==> src/rtl/prsc_clk.sv <==
`default_nettype none
// ============================================================================
//  Module   : prsc_clk
//  Purpose  : Programmable power-of-two clock prescaler. Divides clkIn by
//             N = 2^(psAct+1) and produces a 50% duty divided clock (clkOut),
//             a one-cycle strobe at the start of every output period (tick)
//             and the current position within the period (cnt).
//  Ports    : clkIn  - system clock, all flops rising edge
//             reset  - synchronous, active-high reset
//             en     - count enable (tie high if unused)
//             ps     - requested prescale select, applied only at wrap
//             clkOut - divided clock, registered
//             tick   - one-cycle strobe in the cnt==0 cycle after a wrap
//             cnt    - position in current period, 0..N-1
//  Revision : 1.0 - initial release
// ============================================================================
module prsc_clk #(
    parameter int CNT_WIDTH = 16,
    parameter int PS_WIDTH  = 4
) (
    input  logic                 clkIn,
    input  logic                 reset,
    input  logic                 en,
    input  logic [PS_WIDTH-1:0]  ps,
    output logic                 clkOut,
    output logic                 tick,
    output logic [CNT_WIDTH-1:0] cnt
);

    localparam int          c_ACT_W   = (CNT_WIDTH > 1) ? $clog2(CNT_WIDTH) : 1;
    localparam int unsigned c_MAX_SEL = CNT_WIDTH - 1;

    logic [c_ACT_W-1:0]   r_ps_act;
    logic [c_ACT_W-1:0]   w_ps_clamp;
    logic [CNT_WIDTH-1:0] r_cnt;
    logic [CNT_WIDTH-1:0] w_last_val;
    logic [CNT_WIDTH-1:0] w_cnt_nxt;
    logic                 w_wrap;
    logic                 r_clk_out;
    logic                 r_tick;

    // Selects beyond the counter width would need a wider counter, so they
    // saturate to the largest ratio the counter can represent.
    always_comb begin
        w_ps_clamp = c_ACT_W'(ps);
        if (32'(ps) > c_MAX_SEL) begin
            w_ps_clamp = c_ACT_W'(c_MAX_SEL);
        end
    end

    // N-1 is a mask of ones in bits 0..psAct.
    always_comb begin
        w_last_val = '0;
        for (int i = 0; i < CNT_WIDTH; i++) begin
            w_last_val[i] = (32'(r_ps_act) >= 32'(i));
        end
    end

    assign w_wrap    = (r_cnt == w_last_val);
    assign w_cnt_nxt = w_wrap ? '0 : (r_cnt + CNT_WIDTH'(1));

    // The select only updates at wrap (or reset), so a period in progress
    // always finishes with its original ratio and no runt pulse appears.
    // clkOut is taken from the next count so it stays aligned with cnt.
    always_ff @(posedge clkIn) begin
        if (reset) begin
            r_cnt     <= '0;
            r_clk_out <= 1'b0;
            r_tick    <= 1'b0;
            r_ps_act  <= w_ps_clamp;
        end else if (en) begin
            r_cnt     <= w_cnt_nxt;
            r_clk_out <= w_cnt_nxt[r_ps_act];
            r_tick    <= w_wrap;
            if (w_wrap) begin
                r_ps_act <= w_ps_clamp;
            end
        end else begin
            r_tick <= 1'b0;
        end
    end

    assign cnt    = r_cnt;
    assign clkOut = r_clk_out;
    assign tick   = r_tick;

endmodule
`default_nettype wire

==> config.mk <==
export PLATFORM = sky130hd
export DESIGN_NAME = prsc_clk
export DESIGN_NICKNAME = d
export VERILOG_FILES = /design/src/rtl/prsc_clk.sv
export SDC_FILE = /design/constraint.sdc
export NUM_CORES = 1
export LEC_CHECK = 0
export ABC_CLOCK_PERIOD_IN_PS = 3950
export CORE_UTILIZATION = 25
export CTS_CLUSTER_SIZE = 24
export DETAILED_ROUTE_END_ITERATION = 16
export PLACE_DENSITY = 0.45
export SYNTH_ARGS = -nofsm -noshare
export SYNTH_HDL_FRONTEND = slang
export SYNTH_SLANG_ARGS = --single-unit
==> constraint.sdc <==
create_clock -name clkIn -period 3.95 [get_ports clkIn]
set_clock_uncertainty 0.05 [all_clocks]
set_input_delay 0.395 -clock clkIn [delete_from_list [all_inputs] [get_ports clkIn]]
set_output_delay 0.395 -clock clkIn [all_outputs]
set_load 0.05 [all_outputs]
==> flow_summary.ini <==
[run_status]
status = completed

[min_path]
whs_path_depth = 2
hold_class = reg -> reg

[sta]
min_period_ns = 3.09
period_share = 0.783
timing.final.ws_setup_ns = 0.857
rsz0062_at_grt = no
fmax_mhz = 323
hold_violations = 0
report.final.slew_viol_count = 0
setup_viol = 0
relSlewSlack = 0.334
tightest_slew_ns = 0.999
finalSetupTns_ns = 0

[synth]
synth.avg_cell_area_um2 = 7.46
synth_area_um2 = 1970
synth_edf_count = 4
synth_top_flop_cell = dfxtp_1
synth-async-reset-ratio = 0
yosys_register_bits = 22
muxShareOfSynthArea = 0.0210
synth_cell_types = 61
seq_area_frac_synth = 0.244
synth_xor_area_frac = 0.0223
synth_top_family_by_area = simple AND/OR/NAND/NOR gates
synth_compound_gate_area_share = 0.287
synth_fa_ha_area_frac = 0.00636
syn-num-nets = 272
yosys.area_share.simple = 0.313
synth_cells = 264
yosysWarnings = 0

[clock_tree]
htree_levels = 1
cts_tree = built
cts_setup_buffers = 0
cts_resized = 0
insertion_delay_ns = 0.27
hold_buffers = 0
cts_made_buffers = 3
clockBufferDepth = 2
cts_sinks = 22
clk_pin_slew_ns = 0.09
cts_root_buf = clkbuf_8

[grt]
grt_max_degree = 33
grtUsageMet3 = 0.0168
grt_use_met2 = 0.246
grt_pass1_vias = 1859
antenna_found_initial = 0
grt_use_met1 = 0.218
grt-ovfl-total = 0
grt_usage = 0.157
grt_pass1_wl_mm = 10.3
top_usage_layer = met2

[layout]
layout.cells.most_common = clkdlybuf4s50_1
nFillCells = 834
final_cell_mix = clkdlybuf4s50_1 (24), nand2_1 (22), nor2_1 (20)
num-nets-final = 276
n_antenna_cell = 0
syn2layout_area_growth_pct = 14.8
drive_gt1_frac = 0.0749
stdcell_count = 366

[routing]
wl_mm = 6.52
drcViolationCount = 0
vias = 2091
drt-wirelength-per-cell_um = 17.8
vias_per_cell = 5.71
final_antenna_net_count = 0
first_pass_iters = 6
drt_iter0_drc = 212

[floorplanning]
die_y_um = 90.7
initial_core_util = 0.264
ios = 25
coreArea_um2 = 7450
dieArea_um2 = 8230
die_w_um = 90.7
rows = 31

[worst_setup_path]
startpoint_type = register
worst-setup-path-type = reg -> reg
critPathRequiredTime_ns = 3.87
r2r_cells = 6
end_kind = register
cp.arrival_ns = 3.02
crit_fanout = 32

[placement]
place_ws_ns = 0.978
dp_cells = 362
place.gp.congestion = 0.866
portBuffers = 24
dp_hpwl_mm = 4.55

[power]
p_leak_uw = 0.000642
power_density_nw_per_um2 = 250
ir_worst_vdd_uv = 105

[flow_run]
max-cap-violations = 0
[report_power, final]
part / total [uW] / leakage (uW) / internal (uW) / switching, uW
combinational: 88.7 / 0.000422 / 36.4 / 52.3
sequential: 263 / 0.000185 / 235 / 28.7
clock: 213 / 0.0000357 / 135 / 78.0
[cells by family after synthesis]
family,Yosys count
AND/OR/NAND/NOR,112
buffers and inverters,38
multiplexers,4
adder cells (fa/ha/maj),1
flip-flops,22
AO/OA/AOI/OAI,82
XOR/XNOR,5
[layout make-up]
cell class / instances / area (um^2) / share of cell area
clock buffers: 3 / 41.3 / 0.0183
clock inverters: 1 / 30.0 / 0.0133
inverters: 9 / 33.8 / 0.0150
multi-input cells: 204 / 1280 / 0.566
flip-flops and latches: 22 / 480 / 0.213
well taps: 99 / 124 / 0.0548
repair buffers: 28 / 270 / 0.120
[final timing paths]
kind	start	end	slack, ns
max	r_ps_act[0]	r_ps_act[3]	0.86
min	clkOut	clkOut	0.52
max reg2reg	r_ps_act[0]	r_ps_act[3]	0.86
min reg2reg	clkOut	clkOut	0.52
[registers in the layout, summed over array words and instances (netlist names)]
register,cells
clkOut,1
cnt,16
r_ps_act,4
tick,1
[per-layer routing]
metal | vias up | share of wire
met3 | 13 | 0.041
met5 | - | 0
met4 | 0 | 0.025
met1 | 1018 | 0.48
li1 | 1004 | -
met2 | 56 | 0.46
[worst max-delay path, cell delays in order, from the launching register on]
cell	delay [ns]
edfxtp_1	1.01
nand2_1	0.24
a221o_1	0.36
a21oi_2	0.15
nand4_1	0.37
nor2_1	0.35
a21o_1	0.25
[cell usage after synthesis, types with 2 or more instances]
cell | number | area, um^2
nor2_1 | 20 | 75.1
or3_1 | 4 | 25.0
and3_1 | 2 | 12.5
nor2b_1 | 3 | 18.8
o221ai_1 | 2 | 17.5
mux2i_1 | 3 | 30.0
buf_2 | 14 | 70.1
nand3b_1 | 2 | 15.0
clkbuf_1 | 4 | 15.0
o311ai_0 | 3 | 26.3
nand2_1 | 22 | 82.6
nand3_1 | 14 | 70.1
a211oi_1 | 4 | 30.0
buf_4 | 4 | 30.0
a21o_1 | 3 | 22.5
a221o_1 | 2 | 20.0
edfxtp_1 | 4 | 120
a211o_1 | 4 | 35.0
o211ai_1 | 9 | 67.6
clkbuf_2 | 2 | 10.0
o22ai_1 | 3 | 18.8
xnor2_1 | 4 | 35.0
nor3_1 | 13 | 65.1
a21oi_1 | 16 | 80.1
nor4_1 | 8 | 50.1
nand2b_1 | 2 | 12.5
buf_6 | 4 | 45.0
dfxtp_1 | 18 | 360
o21ai_0 | 18 | 90.1
nor4_2 | 2 | 25.0
nand4_1 | 12 | 75.1
o21ai_1 | 2 | 10.0
inv_1 | 9 | 33.8
[metrics by stage]
stage | instance area [um^2] | utilization | hold WS, ns | total power [uW]
after global routing | 2260 | 0.303 | 0.591 | 590
after CTS | 2260 | 0.303 | 0.523 | 570
after floorplan | 1970 | - | 0.444 | 330
after global placement | 2190 | 0.294 | 0.523 | 356
after detailed placement | 2190 | 0.294 | 0.509 | 354
final | 2260 | 0.303 | 0.519 | 565
No activity file was read; power rests on OpenSTA's default activity.
==> patch 1: new RTL, same settings <==
`PS_WIDTH`: 4 -> 5.
--- a/src/rtl/prsc_clk.sv
+++ b/src/rtl/prsc_clk.sv
@@ -16,7 +16,7 @@
 // ============================================================================
 module prsc_clk #(
     parameter int CNT_WIDTH = 16,
-    parameter int PS_WIDTH  = 4
+    parameter int PS_WIDTH  = 5
 ) (
     input  logic                 clkIn,
     input  logic                 reset,
Ports: changed (resized ps); port bits go from 25 to 26. No check against the original RTL was run, so the function may have changed too.
==> patch 1 against the original RTL <==
- count of clock-buffer cells in the layout did not move
- via count down 9.9%
- maximum frequency fell by 4.1%
- setup slack lost 130 ps
- synthesized cell count is 8.7% lower
- first-iteration DRC count fell by 42%
- synthesized area is 8.0% lower
- final area is 4.2% lower
- routed wire length decreased by 14%
- sequential cell count is the same
- total power is 0.96% higher
==> patch 1: results (changes against the original RTL) <==
status complete, no violations; Seq/Total Area, Yosys 26.54% (+2.1 points); CTS Root Cell clkbuf_8; post-synth cell types 58 (-4.9%); first-pass detailed-route iteration total 4 (-2); cell area after placement 0.002093 mm2 (-4.3%); pin count of the biggest net entering global routing 25 (-24%); Warnings, synthesis 0 (unchanged); Inserted Clock Buffers 3 (unchanged); Worst-Skew Late Latency 280 ps; post-synthesis net count 250 (-8.1%); layout cells sized above 1 6.827% (-0.66 points); initial antenna violation count 0 (unchanged); Synth area leaders dfxtp_1 (20%), edfxtp_1 (6.6%), a21oi_1 (6.1%); EDFF count, synth 4 (unchanged); gpl congestion 0.8500 (-1.8%); PostCTS Resize Cnt 0 (unchanged); Final Net Count 259 (-6.2%); HP Class register to register; data arrival time of the critical path 3340 ps (+320 ps); Max stage delay on crit path 790 ps (-220 ps); Slowest cell on crit path edfxtp_1; drt wl/cell 16.30 um (-8.5%); first-pass GRT wire length 9363 um (-9.3%); Max FO, Critical Path 20 (-38%); Max IR drop VDD 0.1092 mV (+4.0%); Least-Margin Pin Slew 727.7 ps (-271.6 ps); CTS hold repair buffers 0 (unchanged); vias in the first global route 1807 (-2.8%); top post-synthesis cells by count nand2_1 (23), a21oi_1 (22), dfxtp_1 (18), clkbuf_1 (14); share of the synthesized area in the top cell type 19.90% (+1.6 points); clk buf depth 2 (unchanged); post-DP HPWL 3858 um (-15%); Pleak 0.6737 nW (+4.9%); diode count 0 (unchanged); DP Worst Slack 744.9 ps (-233.4 ps); asr flop ratio synth 0% (unchanged); Clock Pin Slew Worst Setup and Hold Paths 100 ps; H-tree depth 1 (unchanged); GRT Overall Usage 15.73% (+0.060 points); # Post-CTS Setup Buffers 0 (unchanged); I/O Buffers 25 (+4.2%); initial drt markers 124 (-42%); Via density 5.458 (-4.5%); max FFs per register 16 (unchanged)
==> patch 1: cell families (layout without fill, tap and decap cells) <==
| family | after synthesis | in the layout | synth area share [%] |
|---|---|---|---|
| adders and majority gates | 1 | 1 | 0.6910 |
| DFF | 22 | 22 | 26.54 |
| muxes | 2 | 2 | 1.106 |
| and+or+nand+nor | 101 | 101 | 30.82 |
| xor gates and xnor gates | 5 | 5 | 2.419 |
| AOI/OAI and AO/OA | 78 | 78 | 30.48 |
| buffers and inverters | 32 | 40 | 7.948 |
==> patch 1: where the power goes <==
part	internal [mW]	switching, mW
clock network	0.136	0.0872
logic	0.0388	0.0522
registers	0.235	0.0217
total	0.410	0.161
==> patch 1: layer usage <==
layer | track usage [%] | up-vias | part of all wire (%)
met2 | 26.27 | 48 | 46
met3 | 2.464 | 2 | 4.2
met5 | 0 | - | 0
met1 | 21.41 | 909 | 49
met4 | 3.279 | 0 | 0.68
li1 | - | 924 | -
==> patch 1: final timing paths <==
check / start / slack, ps / to / cells after the start
setup / recovery: r_ps_act[1] / 720 / cnt[2] / 8
hold / removal: cnt[15] / 570 / cnt[15] / 2
setup reg to reg: r_ps_act[1] / 720 / cnt[2] / 8
hold reg to reg: cnt[15] / 570 / cnt[15] / 2
==> patch 1: final cells by class <==
| class | count | area (um2) |
|---|---|---|
| sequential | 22 | 480.5 |
| clock buffer | 3 | 41.29 |
| multi-input combinational | 187 | 1186 |
| clock inverter | 1 | 30.03 |
| fill | 763 | 4742 |
| inverter | 7 | 26.28 |
| timing repair buffer | 29 | 280.3 |
| tap | 96 | 120.1 |
==> patch 1: critical path: cells and delay by family, from the launching register on <==
family	cells	cell delay, ps
buffers and inverters	1	280
flip-flops	1	790
AND/OR/NAND/NOR	3	650
AO/OA/AOI/OAI	4	1350
==> patch 1: stage by stage <==
step	std cells	total power [mW]	util, %
CTS	345	0.5791	31.34
detailed placement	341	0.3515	30.31
finish	345	0.5708	31.34
floorplan	241	0.3219	-
global placement	341	0.3524	30.31
global route	345	0.5968	31.34
==> patch 2: new RTL, config.mk and constraints unchanged <==
Made on the original files. Add an input register stage for `en` and `ps`, without a reset; this delays them by one clock.
--- a/src/rtl/prsc_clk.sv
+++ b/src/rtl/prsc_clk.sv
@@ -30,6 +30,14 @@
     localparam int          c_ACT_W   = (CNT_WIDTH > 1) ? $clog2(CNT_WIDTH) : 1;
     localparam int unsigned c_MAX_SEL = CNT_WIDTH - 1;
 
+    logic en_q;
+    logic [PS_WIDTH-1:0] ps_q;
+
+    always_ff @(posedge clkIn) begin
+        en_q <= en;
+        ps_q <= ps;
+    end
+
     logic [c_ACT_W-1:0]   r_ps_act;
     logic [c_ACT_W-1:0]   w_ps_clamp;
     logic [CNT_WIDTH-1:0] r_cnt;
@@ -42,8 +50,8 @@
     // Selects beyond the counter width would need a wider counter, so they
     // saturate to the largest ratio the counter can represent.
     always_comb begin
-        w_ps_clamp = c_ACT_W'(ps);
-        if (32'(ps) > c_MAX_SEL) begin
+        w_ps_clamp = c_ACT_W'(ps_q);
+        if (32'(ps_q) > c_MAX_SEL) begin
             w_ps_clamp = c_ACT_W'(c_MAX_SEL);
         end
     end
@@ -68,7 +76,7 @@
             r_clk_out <= 1'b0;
             r_tick    <= 1'b0;
             r_ps_act  <= w_ps_clamp;
-        end else if (en) begin
+        end else if (en_q) begin
             r_cnt     <= w_cnt_nxt;
             r_clk_out <= w_cnt_nxt[r_ps_act];
             r_tick    <= w_wrap;
Behaviour: not the same (a bounded check fails within 4 cycles, from zero or initial values and one cycle with reset high).
==> patch 2 against the original RTL <==
- critical path depth decreased by 1
- sequential cell count increased by 5
- total power increased by 0.80%
- sequential share of layout area increased by 3.7 points
- routed wire length decreased by 11%
- clock power decreased by 20%
- synthesized area increased by 5.6%
- final area increased by 2.9%
- setup slack improved by 170 ps
==> patch 2: results (changes against the original RTL) <==
Max IR drop VDD 0.1065 mV (+1.4%); initial drt markers 123 (-42%); fmax 342.5 MHz (+6.0%); Synth area leaders dfxtp_1 (22%), edfxtp_1 (5.8%), a21oi_1 (5.5%); Clock buf/inv share 2.153% (-1.0 points); Multi-input gate area 0.001277 mm2 (-0.20%); via count 1954 (-6.6%); layout cells sized above 1 10.73% (+3.2 points); syn avg cell area 8.087 um2 (+8.5%); GRT Overall Usage 14.24% (-1.4 points); Least-Margin Pin Slew 921.8 ps (-77.40 ps); vias in the first global route 1886 (+1.5%); Inverters, non-clock 7 (-2); Multi-In Gates 196 (-3.9%); gpl congestion 0.8392 (-3.1%); pin count of the biggest net entering global routing 29 (-12%); status complete, no violations; WHS Path Cells 0 (-2); Max FO, Critical Path 28 (-13%); top post-synthesis cells by count nand2_1 (24), a21oi_1 (23), dfxtp_1 (23), nor2_1 (12), nor3_1 (12); first-pass detailed-route iteration total 4 (-2); Pleak 0.7389 nW (+15%); post-synth cell types 68 (+11%); fraction of area in multi-input gates 54.95% (-1.7 points); first-pass GRT wire length 9860 um (-4.5%); fill count 859 (+3.0%); post-DP HPWL 3968 um (-13%); FF+latch area 580.6 um2 (+21%); layout buffering overhead excluding clock cells 11.30% (-0.66 points); Seq cells 27 (+23%); data arrival time of the critical path 2820 ps (-200 ps); Mapped Area 0.002078 mm2 (+5.6%); Seq/Total Area, Yosys 27.93% (+3.5 points)
-- patch 2: changes by cell type in the layout (fill, tap and decap cells not counted), moves of 4 or more --
cell / delta
nor2_1: -8
o21ai_0: -8
o21ai_1: +4
nand4_1: -8
o211ai_1: -6
o22ai_1: +5
nand3_1: -8
dfxtp_1: +5
nor4_1: -4
and2_1: +4
a21oi_1: +7
-- patch 2: cells by family after synthesis --
group                    after synthesis  share of synthesized area (%)
adder cells (fa/ha/maj)                1                         0.6020
buffers and inverters                 34                          10.60
multiplexers                           2                         0.9633
flip-flops                            27                          27.94
AND/OR/NAND/NOR                      108                          32.27
XOR/XNOR                               8                          3.371
AO/OA/AOI/OAI                         77                          24.26
-- patch 2: worst paths after layout --
kind / endpoint / startpoint
setup reg to reg: r_ps_act[0] / r_ps_act[1]
hold / removal: r_ps_act[2] / ps_q[2]
hold reg to reg: r_ps_act[2] / ps_q[2]
setup / recovery: r_ps_act[0] / r_ps_act[1]
-- patch 2: layer usage --
metal / global-route usage, % / part of all wire (%)
met1: 19.88 / 49
met2: 22.61 / 46
met3: 1.382 / 2.7
met4: 5.256 / 1.9
met5: 0 / 0
-- patch 2: power breakdown --
| part | total (mW) | internal (mW) | switching, mW |
|---|---|---|---|
| Clock | 0.171 | 0.0742 | 0.0966 |
| Combinational | 0.0808 | 0.0373 | 0.0435 |
| Sequential | 0.318 | 0.288 | 0.0301 |
-- patch 2: worst max-delay path: stages (launching register included) --
cell	delay [ps]
edfxtp_1	970
nand2_1	230
xnor2_1	180
o21ai_0	300
nand4_4	360
o31ai_2	500
-- patch 2: stage by stage --
stage	power, mW	hold WS [ps]
after global placement	0.4055	353.2
after floorplan	0.3857	335.5
after CTS	0.5872	385.2
after detailed placement	0.4055	355.6
final	0.5699	378.3
after global routing	0.6077	389.9
